[config.mk]
export PLATFORM = sky130hd
export DESIGN_NAME = trig_lut_arbiter
export DESIGN_NICKNAME = d
export VERILOG_FILES = /design/src/rtl/trig_lut_arbiter.sv
export SDC_FILE = /design/constraint.sdc
export NUM_CORES = 1
export LEC_CHECK = 0
export CORE_MARGIN = 3
export CORE_UTILIZATION = 35
export CTS_CLUSTER_DIAMETER = 100
export DETAILED_ROUTE_END_ITERATION = 12
export PLACE_DENSITY = 0.69
export RECOVER_POWER = 50
export SLEW_MARGIN = 25
export SYNTH_ARGS = -nofsm -noshare
export SYNTH_HDL_FRONTEND = slang
export SYNTH_SLANG_ARGS = --single-unit
[constraint.sdc]
create_clock -name Clk -period 2.75 [get_ports Clk]
set_input_delay 0.55 -clock Clk [delete_from_list [all_inputs] [get_ports Clk]]
set_output_delay 0.55 -clock Clk [all_outputs]
set_load 0.1 [all_outputs]
[src/rtl/trig_lut_arbiter.sv]
// Four-requester arbiter sharing one synchronous sin/cos ROM; grant-to-result latency is two cycles.
// Define TRIG_ARB_FIXED_PRIO_EN for fixed priority (req[0] highest); round robin otherwise.
module trig_lut_arbiter (
    input  logic        Clk,
    input  logic        Reset,
    input  logic [3:0]  req,
    input  logic [23:0] angle_in,
    output logic [3:0]  gnt,
    output logic [5:0]  rom_addr,
    output logic        rom_en,
    input  logic [7:0]  rom_sin,
    input  logic [7:0]  rom_cos,
    output logic [7:0]  sin_out,
    output logic [7:0]  cos_out,
    output logic [3:0]  valid,
    output logic        err
);

    localparam logic [5:0] ANGLE_MAX = 6'd44;

    logic        win_found;
    logic [1:0]  win_idx;
    logic [5:0]  ang_sel;
    logic        ang_oor;

    logic [3:0]  gnt_d,      gnt_q;
    logic [5:0]  rom_addr_d, rom_addr_q;
    logic        rom_en_d,   rom_en_q;
    logic        err_d,      err_q;
    logic [3:0]  own_p1_q;
    logic [3:0]  valid_q;
    logic [7:0]  sin_q, cos_q;

`ifdef TRIG_ARB_FIXED_PRIO_EN
    always_comb begin
        win_found = 1'b0;
        win_idx   = 2'd0;
        for (int i = 3; i >= 0; i--) begin
            if (req[i]) begin
                win_found = 1'b1;
                win_idx   = 2'(i);
            end
        end
    end
`else
    logic [1:0] last_q;
    logic [1:0] last_d;

    // Descending scan so the candidate closest to last_q+1 is written last and wins.
    always_comb begin
        logic [1:0] cand;
        win_found = 1'b0;
        win_idx   = 2'd0;
        cand      = 2'd0;
        for (int k = 4; k >= 1; k--) begin
            cand = last_q + 2'(k);
            if (req[cand]) begin
                win_found = 1'b1;
                win_idx   = cand;
            end
        end
        last_d = win_found ? win_idx : last_q;
    end

    always_ff @(posedge Clk or posedge Reset) begin
        if (Reset) last_q <= 2'd3;
        else       last_q <= last_d;
    end
`endif

    always_comb begin
        case (win_idx)
            2'd0:    ang_sel = angle_in[5:0];
            2'd1:    ang_sel = angle_in[11:6];
            2'd2:    ang_sel = angle_in[17:12];
            default: ang_sel = angle_in[23:18];
        endcase
        ang_oor    = ang_sel > ANGLE_MAX;
        gnt_d      = win_found ? (4'b0001 << win_idx) : 4'b0000;
        rom_en_d   = win_found;
        err_d      = win_found & ang_oor;
        rom_addr_d = rom_addr_q;
        if (win_found) rom_addr_d = ang_oor ? 6'd0 : ang_sel;
    end

    // Stage E1: grant and ROM request; E2: ROM access in flight; E3: capture result.
    always_ff @(posedge Clk or posedge Reset) begin
        if (Reset) begin
            gnt_q      <= 4'b0000;
            rom_addr_q <= 6'd0;
            rom_en_q   <= 1'b0;
            err_q      <= 1'b0;
            own_p1_q   <= 4'b0000;
            valid_q    <= 4'b0000;
            sin_q      <= 8'd0;
            cos_q      <= 8'd0;
        end else begin
            gnt_q      <= gnt_d;
            rom_addr_q <= rom_addr_d;
            rom_en_q   <= rom_en_d;
            err_q      <= err_d;
            own_p1_q   <= gnt_q;
            valid_q    <= own_p1_q;
            if (|own_p1_q) begin
                sin_q <= rom_sin;
                cos_q <= rom_cos;
            end
        end
    end

    assign gnt      = gnt_q;
    assign rom_addr = rom_addr_q;
    assign rom_en   = rom_en_q;
    assign err      = err_q;
    assign valid    = valid_q;
    assign sin_out  = sin_q;
    assign cos_out  = cos_q;

endmodule
==> impl_metrics.tcl, run 1 <==
set metrics [dict create \
    layout_commonest_cell "clkdlybuf4s50_1" \
    synth_nets 166 \
    setup_violations 0 \
    clockRootBuffer "clkbuf_8" \
    hold_viol 0 \
    die_area_sq_um 5660 \
    dr.pass1.iters 2 \
    grt_pass1_vias 1208 \
    p_int_uw 1410 \
    area_growth_pct 51.1 \
    worstPathCellList "clkdlybuf4s50_1, nor2b_1, a21oi_1, o221ai_1, buf_4, mux2i_2, o211a_1, o21ai_0" \
    cts_sinks 38 \
    postCtsHoldBufs 0 \
    maxSlewViolCount 0 \
    gr-usage-all-layers_pct 13.4 \
    p_sw_uw 1570 \
    final.setup.tns_ns 0 \
    power-per-cell-area_nw_per_um2 1180 \
    syn-cell-area_sq_um 1680 \
    switching_share_pct 52.7 \
    ctsResizeCount 0 \
    syn_inst 120 \
    synth_seq_area_share_pct 56.9 \
    gp_congestion 0.742 \
    boundaryPins 78 \
    slowest_delay_ns 0.56 \
    wirelength_microns 3620 \
    status "finished clean" \
    seq_area_sq_um 953 \
    cts_made_buffers 5 \
    ys_async_sr_fraction_pct 100 \
    layout_setup_ws_ns 0.380 \
    grt_pass1_wl_microns 5530 \
    period_needed_ns 2.37 \
    arrival_ns 2.53 \
    drt_iter0_drc 16 \
    fin_crit_sh_pct 86.2 \
    synth_seq_cells 38 \
    post_cts_buffers 0 \
    cp_max_fo 11 \
    route.detailed.drc 0 \
    nNetsFinal 252 \
    avgSynthCellArea_sq_um 14.0 \
    fill_cells 357 \
    path_class "input port to flip-flop" \
    place_hpwl_microns 2930 \
    rows 24 \
    worstMarginPinSlew_ns 1.18 \
    combPwrFrac_pct 58.4 \
    start_util_pct 37.5 \
    cts_buffer_depth 2 \
    power_frac_clock_pct 14.5 \
    antennaDiodeCount 0 \
    synth_edf_count 0 \
    via_per_inst 4.69 \
    num_vias 1216 \
    clkSlewWorstSetupHoldPaths_ns 0.07 \
    slew_headroom_pct 21.5 \
    antenna_found_initial 0 \
    grt_max_degree 39 \
    dp_worst_setup_slack_ns 0.0678 \
    wl_per_cell_microns 14.0 \
    synth.distinct_cells 34 \
    cts_tree "yes" \
    mostFrequentLayoutCells "clkdlybuf4s50_1 (44), dfrtp_1 (36), buf_4 (31)" \
    insertion_delay_ns 0.28 \
    ys.flop_type "dfrtp_1" \
    leakage_uw 0.00117 \
    core_area_sq_um 4470 \
    cp-start-kind "input port" \
    finalClockSkew_ns 0.00304 \
    multi_input_area_sq_um 667 \
    cpMaxStageDelayCell "clkdlybuf4s50_1" \
    max-vdd-ir-drop_uv 479 \
    yosysWarnings 0 \
    portBuffers 77 \
    drive_gt1_share_pct 34.3 \
    cap_violations 0 \
    power_frac_seq_pct 27.1 \
    endpoint_kind "flip-flop" \
    overflow 0 \
    ant_nets 0 \
    grt_setup_unrepaired "no" \
    clock.fmax_mhz 422 \
    die_h_microns 75.2 \
    die_width_microns 75.2 \
    hold_path_class "flip-flop to flip-flop" \
    required_ns 2.91 \
    htreeDepth 2 \
]
power groups by stage:
stage          sequential, uW  combinational (uW)  clock, uW
5_1_grt                   828                1810        472
3_3_place_gp              823                1760          0
2_1_floorplan            1840                 352          0
4_1_cts                   818                1780        446
6_report                  808                1750        433
3_5_place_dp              828                1780          0
critical path: cells and delay by family:
kind                   cells  cell delay [ns]
buffers and inverters      2             0.79
AOI/OAI and AO/OA          4             0.63
and+or+nand+nor            1             0.23
muxes                      1             0.32
cell families (layout without fill, tap and decap cells):
family / Yosys count / count (layout) / share of synthesized area [%]
AOI/OAI and AO/OA: 15 / 15 / 7.61
buffers and inverters: 7 / 94 / 2.98
DFF: 38 / 38 / 56.9
muxes: 37 / 37 / 24.1
and+or+nand+nor: 23 / 23 / 8.43
state kept, by name, indices dropped and copies added, names as in the netlist:
| register | cells |
|---|---|
| gnt | 4 |
| own_p1_q | 4 |
| cos_out | 8 |
| sin_out | 8 |
| err | 1 |
| rom_addr | 6 |
| last_q | 2 |
| rom_en | 1 |
| valid | 4 |
stage by stage:
stage,power [uW],hold WS (ns),instances,util (%),area [sq um]
after floorplan,2190,0.372,120,-,1680
after global placement,2580,0.371,251,54.9,2460
after detailed placement,2610,0.371,251,54.9,2460
after CTS,3050,0.387,259,57.4,2570
after global routing,3110,0.389,259,56.6,2530
final,2990,0.377,259,56.6,2530
cell usage after synthesis, types with 2 or more instances:
library cell / n / area share, %
a21oi_1: 3 / 0.90
a31oi_1: 2 / 0.75
nand2b_2: 2 / 1.0
dfstp_2: 2 / 3.1
and2_1: 3 / 1.1
nand2_1: 5 / 1.1
nand3_1: 2 / 0.60
mux2_2: 17 / 11
inv_1: 3 / 0.67
dfrtp_1: 36 / 54
nor2_1: 3 / 0.67
nand3b_1: 2 / 0.90
nor4_2: 2 / 1.5
mux2i_2: 2 / 1.6
mux2i_1: 17 / 10
worst paths after layout:
kind | cells after the start | slack, ns | startpoint | end
max | 8 | 0.38 | req[3] | rom_addr[2]$_DFFE_PP0N_
min in group asynchronous | 3 | 0.97 | Reset | cos_out[1]$_DFFE_PP0P_
min reg2reg | 0 | 0.38 | own_p1_q[1]$_DFF_PP0_ | valid[1]$_DFF_PP0_
max in group asynchronous | 3 | 1.22 | Reset | own_p1_q[1]$_DFF_PP0_
min | 0 | 0.38 | own_p1_q[1]$_DFF_PP0_ | valid[1]$_DFF_PP0_
max reg2reg | 7 | 0.69 | last_q[1]$_DFFE_PP1N_ | rom_addr[5]$_DFFE_PP0N_
metal layers:
metal | track usage, % | vias up | wire length [microns]
li1 | - | 598 | -
met1 | 14.0 | 546 | 1440
met2 | 23.8 | 66 | 1750
met3 | 6.01 | 6 | 386
met4 | 4.66 | 0 | 47
met5 | 0 | - | 0
final cells by class:
class,count,area share [%]
Sequential cell,38,37.6
Timing Repair Buffer,82,28.5
Clock buffer,8,4.35
Inverter,4,0.593
Multi-Input combinational cell,75,26.3
Tap cell,52,2.57
Power figures use the tool's default switching activity.
==> run 2: changes to the inputs <==
--- a/config.mk
+++ b/config.mk
@@ -9,7 +9,7 @@
 export CORE_UTILIZATION = 35
 export CTS_CLUSTER_DIAMETER = 100
 export DETAILED_ROUTE_END_ITERATION = 12
-export PLACE_DENSITY = 0.69
+export PLACE_DENSITY = 0.7
 export RECOVER_POWER = 50
 export SLEW_MARGIN = 25
 export SYNTH_ARGS = -nofsm -noshare
==> impl_metrics.tcl, run 2 (synthesized netlist as in run 1, its figures left out) <==
set metrics [dict create \
    status "finished clean" \
    antenna_found_initial 0 \
    hold_path_class "flip-flop to flip-flop" \
    layout_commonest_cell "clkdlybuf4s50_1" \
    nNetsFinal 252 \
    post_cts_buffers 0 \
    gp_congestion 0.724 \
    maxSlewViolCount 0 \
    met3_usage_pct 5.74 \
    mostFrequentLayoutCells "clkdlybuf4s50_1 (44), dfrtp_1 (36), buf_4 (34)" \
    endpoint_kind "flip-flop" \
    die_width_microns 75.2 \
    required_ns 2.91 \
    cts_tree "yes" \
    r2r-start "last_q[1]$_DFFE_PP1N_" \
    grt_setup_unrepaired "no" \
    hp-start "gnt[2]$_DFF_PP0_" \
    clock.fmax_mhz 421 \
    overflow 0 \
    postCtsHoldBufs 0 \
    arrival_ns 2.54 \
    setup_violations 0 \
    gr-usage-all-layers_pct 13.3 \
    wl_per_cell_microns 14.1 \
    area_growth_pct 50.7 \
    worstMarginPinSlew_ns 0.898 \
    drive_gt1_share_pct 35.3 \
    die_area_sq_um 5660 \
    period_needed_ns 2.38 \
    cap_violations 0 \
    ctsResizeCount 0 \
    hold_viol 0 \
    cp_max_fo 11 \
    route.detailed.drc 0 \
    antennaDiodeCount 0 \
    rows 24 \
    worstHoldPathCells 0 \
    r2r_cells 7 \
    grt_max_degree 39 \
    clockRootBuffer "clkbuf_8" \
    portBuffers 77 \
    grtUsageMet1_pct 14.4 \
    start_util_pct 37.5 \
    wirelength_microns 3650 \
    htreeDepth 2 \
    path_class "input port to flip-flop" \
    final.setup.tns_ns 0 \
    num_vias 1240 \
    cts_sinks 38 \
    max-vdd-ir-drop_uv 507 \
    fill_cells 373 \
    use_met2_pct 23.3 \
    place_hpwl_microns 2890 \
    r2r-end "rom_addr[0]$_DFFE_PP0N_" \
    fin_crit_sh_pct 86.4 \
    power-per-cell-area_nw_per_um2 1170 \
    boundaryPins 78 \
    via_per_inst 4.79 \
    grt_pass1_vias 1303 \
    cp-start-kind "input port" \
    core_area_sq_um 4470 \
    dr.pass1.iters 4 \
    power_uw 2940 \
    grt_pass1_wl_microns 5620 \
    slew_headroom_pct 40.1 \
    grt.busiest_layer "met2" \
    r2r_slack_ns 0.69 \
    holdWs_ns 0.375 \
    insertion_delay_ns 0.28 \
    place_area_sq_um 2450 \
    finalClockSkew_ns 0.00360 \
    drt_iter0_drc 38 \
    clkSlewWorstSetupHoldPaths_ns 0.07 \
    die_h_microns 75.2 \
    worst_hold_path.endpoint "own_p1_q[2]$_DFF_PP0_" \
    cts_buffer_depth 2 \
    stdcell_area_sq_um 2530 \
    ant_nets 0 \
    cts_made_buffers 5 \
    leakage_uw 0.00117 \
]
==> run 2: changes by cell type in the layout (fill, tap and decap cells not counted), sizes merged <==
cell    change
clkinv      +1
buf         +3
clkbuf      -4
==> run 2: power breakdown <==
part / internal, uW / switching (uW)
sequential: 723 / 85.9
clock: 202 / 178
combinational: 447 / 1310
total: 1370 / 1570
==> run 2: metrics by stage <==
stage	worst slack, ns	util [%]	cells
final	0.374	56.5	259
after global routing	0.190	56.5	259
after CTS	0.413	56.7	259
after detailed placement	0.103	54.7	251
after global placement	0.217	54.7	251
after floorplan	0.784	-	120
==> run 2: worst max-delay path, cell delays in order <==
cell and delay, ns:
clkdlybuf4s50_1 0.56, nor2b_1 0.24, a21oi_1 0.07, o221ai_1 0.18, buf_4 0.23, mux2i_2 0.31, o211a_1 0.28, o21ai_0 0.11
==> run 2: how the worst max path moves through the flow <==
stage	startpoint	endpoint	slack, ns	cells past startpoint
finish	req[3]	rom_addr[2]$_DFFE_PP0N_	0.37	8
global route	req[3]	rom_addr[2]$_DFFE_PP0N_	0.19	8
floorplan	req[1]	err$_DFF_PP0_	0.78	7
CTS	req[3]	rom_addr[2]$_DFFE_PP0N_	0.41	8
detailed placement	req[3]	rom_addr[2]$_DFFE_PP0N_	0.10	8
global placement	req[3]	rom_addr[1]$_DFFE_PP0N_	0.22	8
==> run 2: layer usage <==
metal / vias up / wire, microns
li1: 603 / -
met1: 557 / 1450
met3: 8 / 417
met2: 72 / 1730
met5: - / 0
met4: 0 / 57
==> run 2: area by class of cell <==
class	count	area, sq um	share of cell area, %
timing repair buffer	82	734	29.1
clock inverter	1	5.00	0.198
sequential	38	953	37.7
clock buffer	7	86.3	3.42
inverter	4	15.0	0.594
tap	52	65.1	2.58
multi-input combinational	75	667	26.4
==> run 3: changes to the inputs <==
--- a/config.mk
+++ b/config.mk
@@ -5,11 +5,12 @@
 export SDC_FILE = /design/constraint.sdc
 export NUM_CORES = 1
 export LEC_CHECK = 0
+export ABC_AREA = 1
 export CORE_MARGIN = 3
 export CORE_UTILIZATION = 35
 export CTS_CLUSTER_DIAMETER = 100
 export DETAILED_ROUTE_END_ITERATION = 12
-export PLACE_DENSITY = 0.7
+export PLACE_DENSITY = 0.68
 export RECOVER_POWER = 50
 export SLEW_MARGIN = 25
 export SYNTH_ARGS = -nofsm -noshare
==> impl_metrics.tcl, run 3 <==
set metrics [dict create \
    synth.distinct_cells 27 \
    required_ns 2.98 \
    antennaDiodeCount 0 \
    cts_tree "yes" \
    post-route-util_pct 55.2 \
    critPathMostFrequentCell "nand2_1" \
    area_growth_pct 47.7 \
    synth-adder-area-share_pct 0 \
    gr-usage-all-layers_pct 14.6 \
    cp_max_fo 11 \
    start_util_pct 37.4 \
    setup_violations 0 \
    endpoint_kind "flip-flop" \
    path_class "flip-flop to flip-flop" \
    grt_max_degree 39 \
    synth_seq_cells 38 \
    worstPathCellList "inv_2, nand2_1, nand2_2, nand2_1, nand2_2, nand2_2, nand3_2, nand2_2, nand2_2, or2_1, nand2_1, nand2_1, nand2_1, nand2_2, nand2_4, nand2_1, nand2_1" \
    drive_gt1_share_pct 29.7 \
    boundaryPins 78 \
    synth_top_family_by_area "simple AND/OR/NAND/NOR gates" \
    final.setup.tns_ns 0 \
    rows 25 \
    yosysTopAreaCell "dfrtp_1" \
    clockRootBuffer "clkbuf_8" \
    synth_compound_area_share_pct 2.55 \
    slowest_delay_ns 0.66 \
    r2r-start "last_q[0]$_DFFE_PP1N_" \
    finalClockSkew_ns 0.00744 \
    netlist.area_leader.share_pct 49.7 \
    period_needed_ns 2.44 \
    ys.flop_type "dfrtp_1" \
    post_cts_buffers 0 \
    nNetsFinal 324 \
    grtUsageMet1_pct 18.6 \
    met3_usage_pct 5.45 \
    clkSlewWorstSetupHoldPaths_ns 0.08 \
    status "finished clean" \
    postCtsHoldBufs 0 \
    ctsResizeCount 0 \
    overflow 0 \
    die_width_microns 78.0 \
    cpMaxStageDelayCell "dfstp_2" \
    antenna_found_initial 0 \
    grt_pass1_wl_microns 7070 \
    wl_per_cell_microns 11.7 \
    ys_async_sr_fraction_pct 100 \
    place_hpwl_microns 3230 \
    synth.most_common_cell "nand2_1" \
    clock.fmax_mhz 410 \
    synth_edf_count 0 \
    synth_seq_area_share_pct 52.6 \
    die_h_microns 78.0 \
    hold_path_class "flip-flop to flip-flop" \
    num_vias 1550 \
    grt_pass1_vias 1538 \
    slew_headroom_pct 19.3 \
    synthXorXnorAreaFrac_pct 0 \
    portBuffers 77 \
    fin_crit_sh_pct 88.6 \
    htreeDepth 2 \
    synth.top_cells.by_count "nand2_1 (61), dfrtp_1 (36), mux2_2 (16)" \
    syn_inst 196 \
    synth-simple-area-share_pct 28.9 \
    mostFrequentLayoutCells "nand2_1 (61), clkdlybuf4s50_1 (44), dfrtp_1 (36)" \
    seq_area_sq_um 953 \
    route.detailed.drc 0 \
    gp_congestion 0.810 \
    use_met2_pct 22.3 \
    grt_setup_unrepaired "no" \
    hp-start "own_p1_q[3]$_DFF_PP0_" \
    cts_buffer_depth 2 \
    via_per_inst 4.48 \
    cap_violations 0 \
    critPathLaunch "last_q[0]$_DFFE_PP1N_" \
    worstMarginPinSlew_ns 1.22 \
    cts_made_buffers 5 \
    dr.pass1.iters 4 \
    cp-start-kind "flip-flop" \
    grt.busiest_layer "met2" \
    hold_viol 0 \
    yosys-top-cells-area "dfrtp_1 (50%), nand2_1 (13%), mux2_2 (9.9%), nand2_2 (4.5%), dfstp_2 (2.9%)" \
    wirelength_microns 4060 \
    core_area_sq_um 4850 \
    die_area_sq_um 6080 \
    path_buf_inv 1 \
    multi_input_area_sq_um 751 \
    syn-cell-area_sq_um 1810 \
    drt_iter0_drc 46 \
    insertion_delay_ns 0.29 \
    critPathTopFamily "simple AND/OR/NAND/NOR gates" \
    ant_nets 0 \
    fill_cells 458 \
    layout_commonest_cell "nand2_1" \
    muxShareOfSynthArea_pct 9.94 \
    maxSlewViolCount 0 \
    synth_nets 242 \
    yosysWarnings 0 \
    avgSynthCellArea_sq_um 9.25 \
    arrival_ns 2.67 \
    cts_sinks 38 \
]
-- run 3: cell count changes after synthesis, sizes merged, moves of 4 or more --
cell / before / now
o21ai: 2 / 7
nor2: 3 / 16
mux2i: 19 / 0
nand2: 5 / 75
nand3: 2 / 10
and2: 4 / 0
inv: 3 / 18
or2: 0 / 4
-- run 3: through the flow --
stage / area [sq um] / hold WS (ns) / cells / setup slack, ns
finish: 2680 / 0.379 / 346 / 0.313
global route: 2680 / 0.379 / 346 / 0.0284
CTS: 2710 / 0.378 / 346 / 0.310
detailed placement: 2570 / 0.361 / 338 / 0.0500
global placement: 2570 / 0.356 / 338 / 0.105
floorplan: 1810 / 0.354 / 196 / 0.774
-- run 3: cell families (layout without fill, tap and decap cells) --
| group | after synthesis | count (layout) |
|---|---|---|
| AND/OR/NAND/NOR | 111 | 111 |
| flip-flops | 38 | 38 |
| buffers and inverters | 23 | 106 |
| multiplexers | 16 | 16 |
| AO/OA/AOI/OAI | 8 | 8 |
-- run 3: path summary, 6_finish.rpt --
check	to	slack (ns)	depth (start not counted)
max in group asynchronous	gnt[2]$_DFF_PP0_	1.22	3
min in group asynchronous	rom_en$_DFF_PP0_	0.98	3
hold / removal	valid[3]$_DFF_PP0_	0.38	0
setup / recovery	rom_addr[3]$_DFFE_PP0N_	0.31	17
hold reg to reg	valid[3]$_DFF_PP0_	0.38	0
setup reg to reg	rom_addr[3]$_DFFE_PP0N_	0.31	17
-- run 3: cell type report --
class,instances,share of cell area [%]
inverters,18,2.52
well taps,67,3.13
repair buffers,80,25.6
flip-flops and latches,38,35.6
multi-input cells,135,28.0
clock inverters,3,2.57
clock buffers,5,2.57
-- run 3: per-layer routing --
metal,vias to the layer above,routed length [microns]
met2,66,1790
met3,10,327
met1,693,1870
li1,781,-
met5,-,0
met4,0,81
Power of run 3 is not shown: default switching activity piles up to over one toggle a cycle in this logic, so the estimate is an artifact.
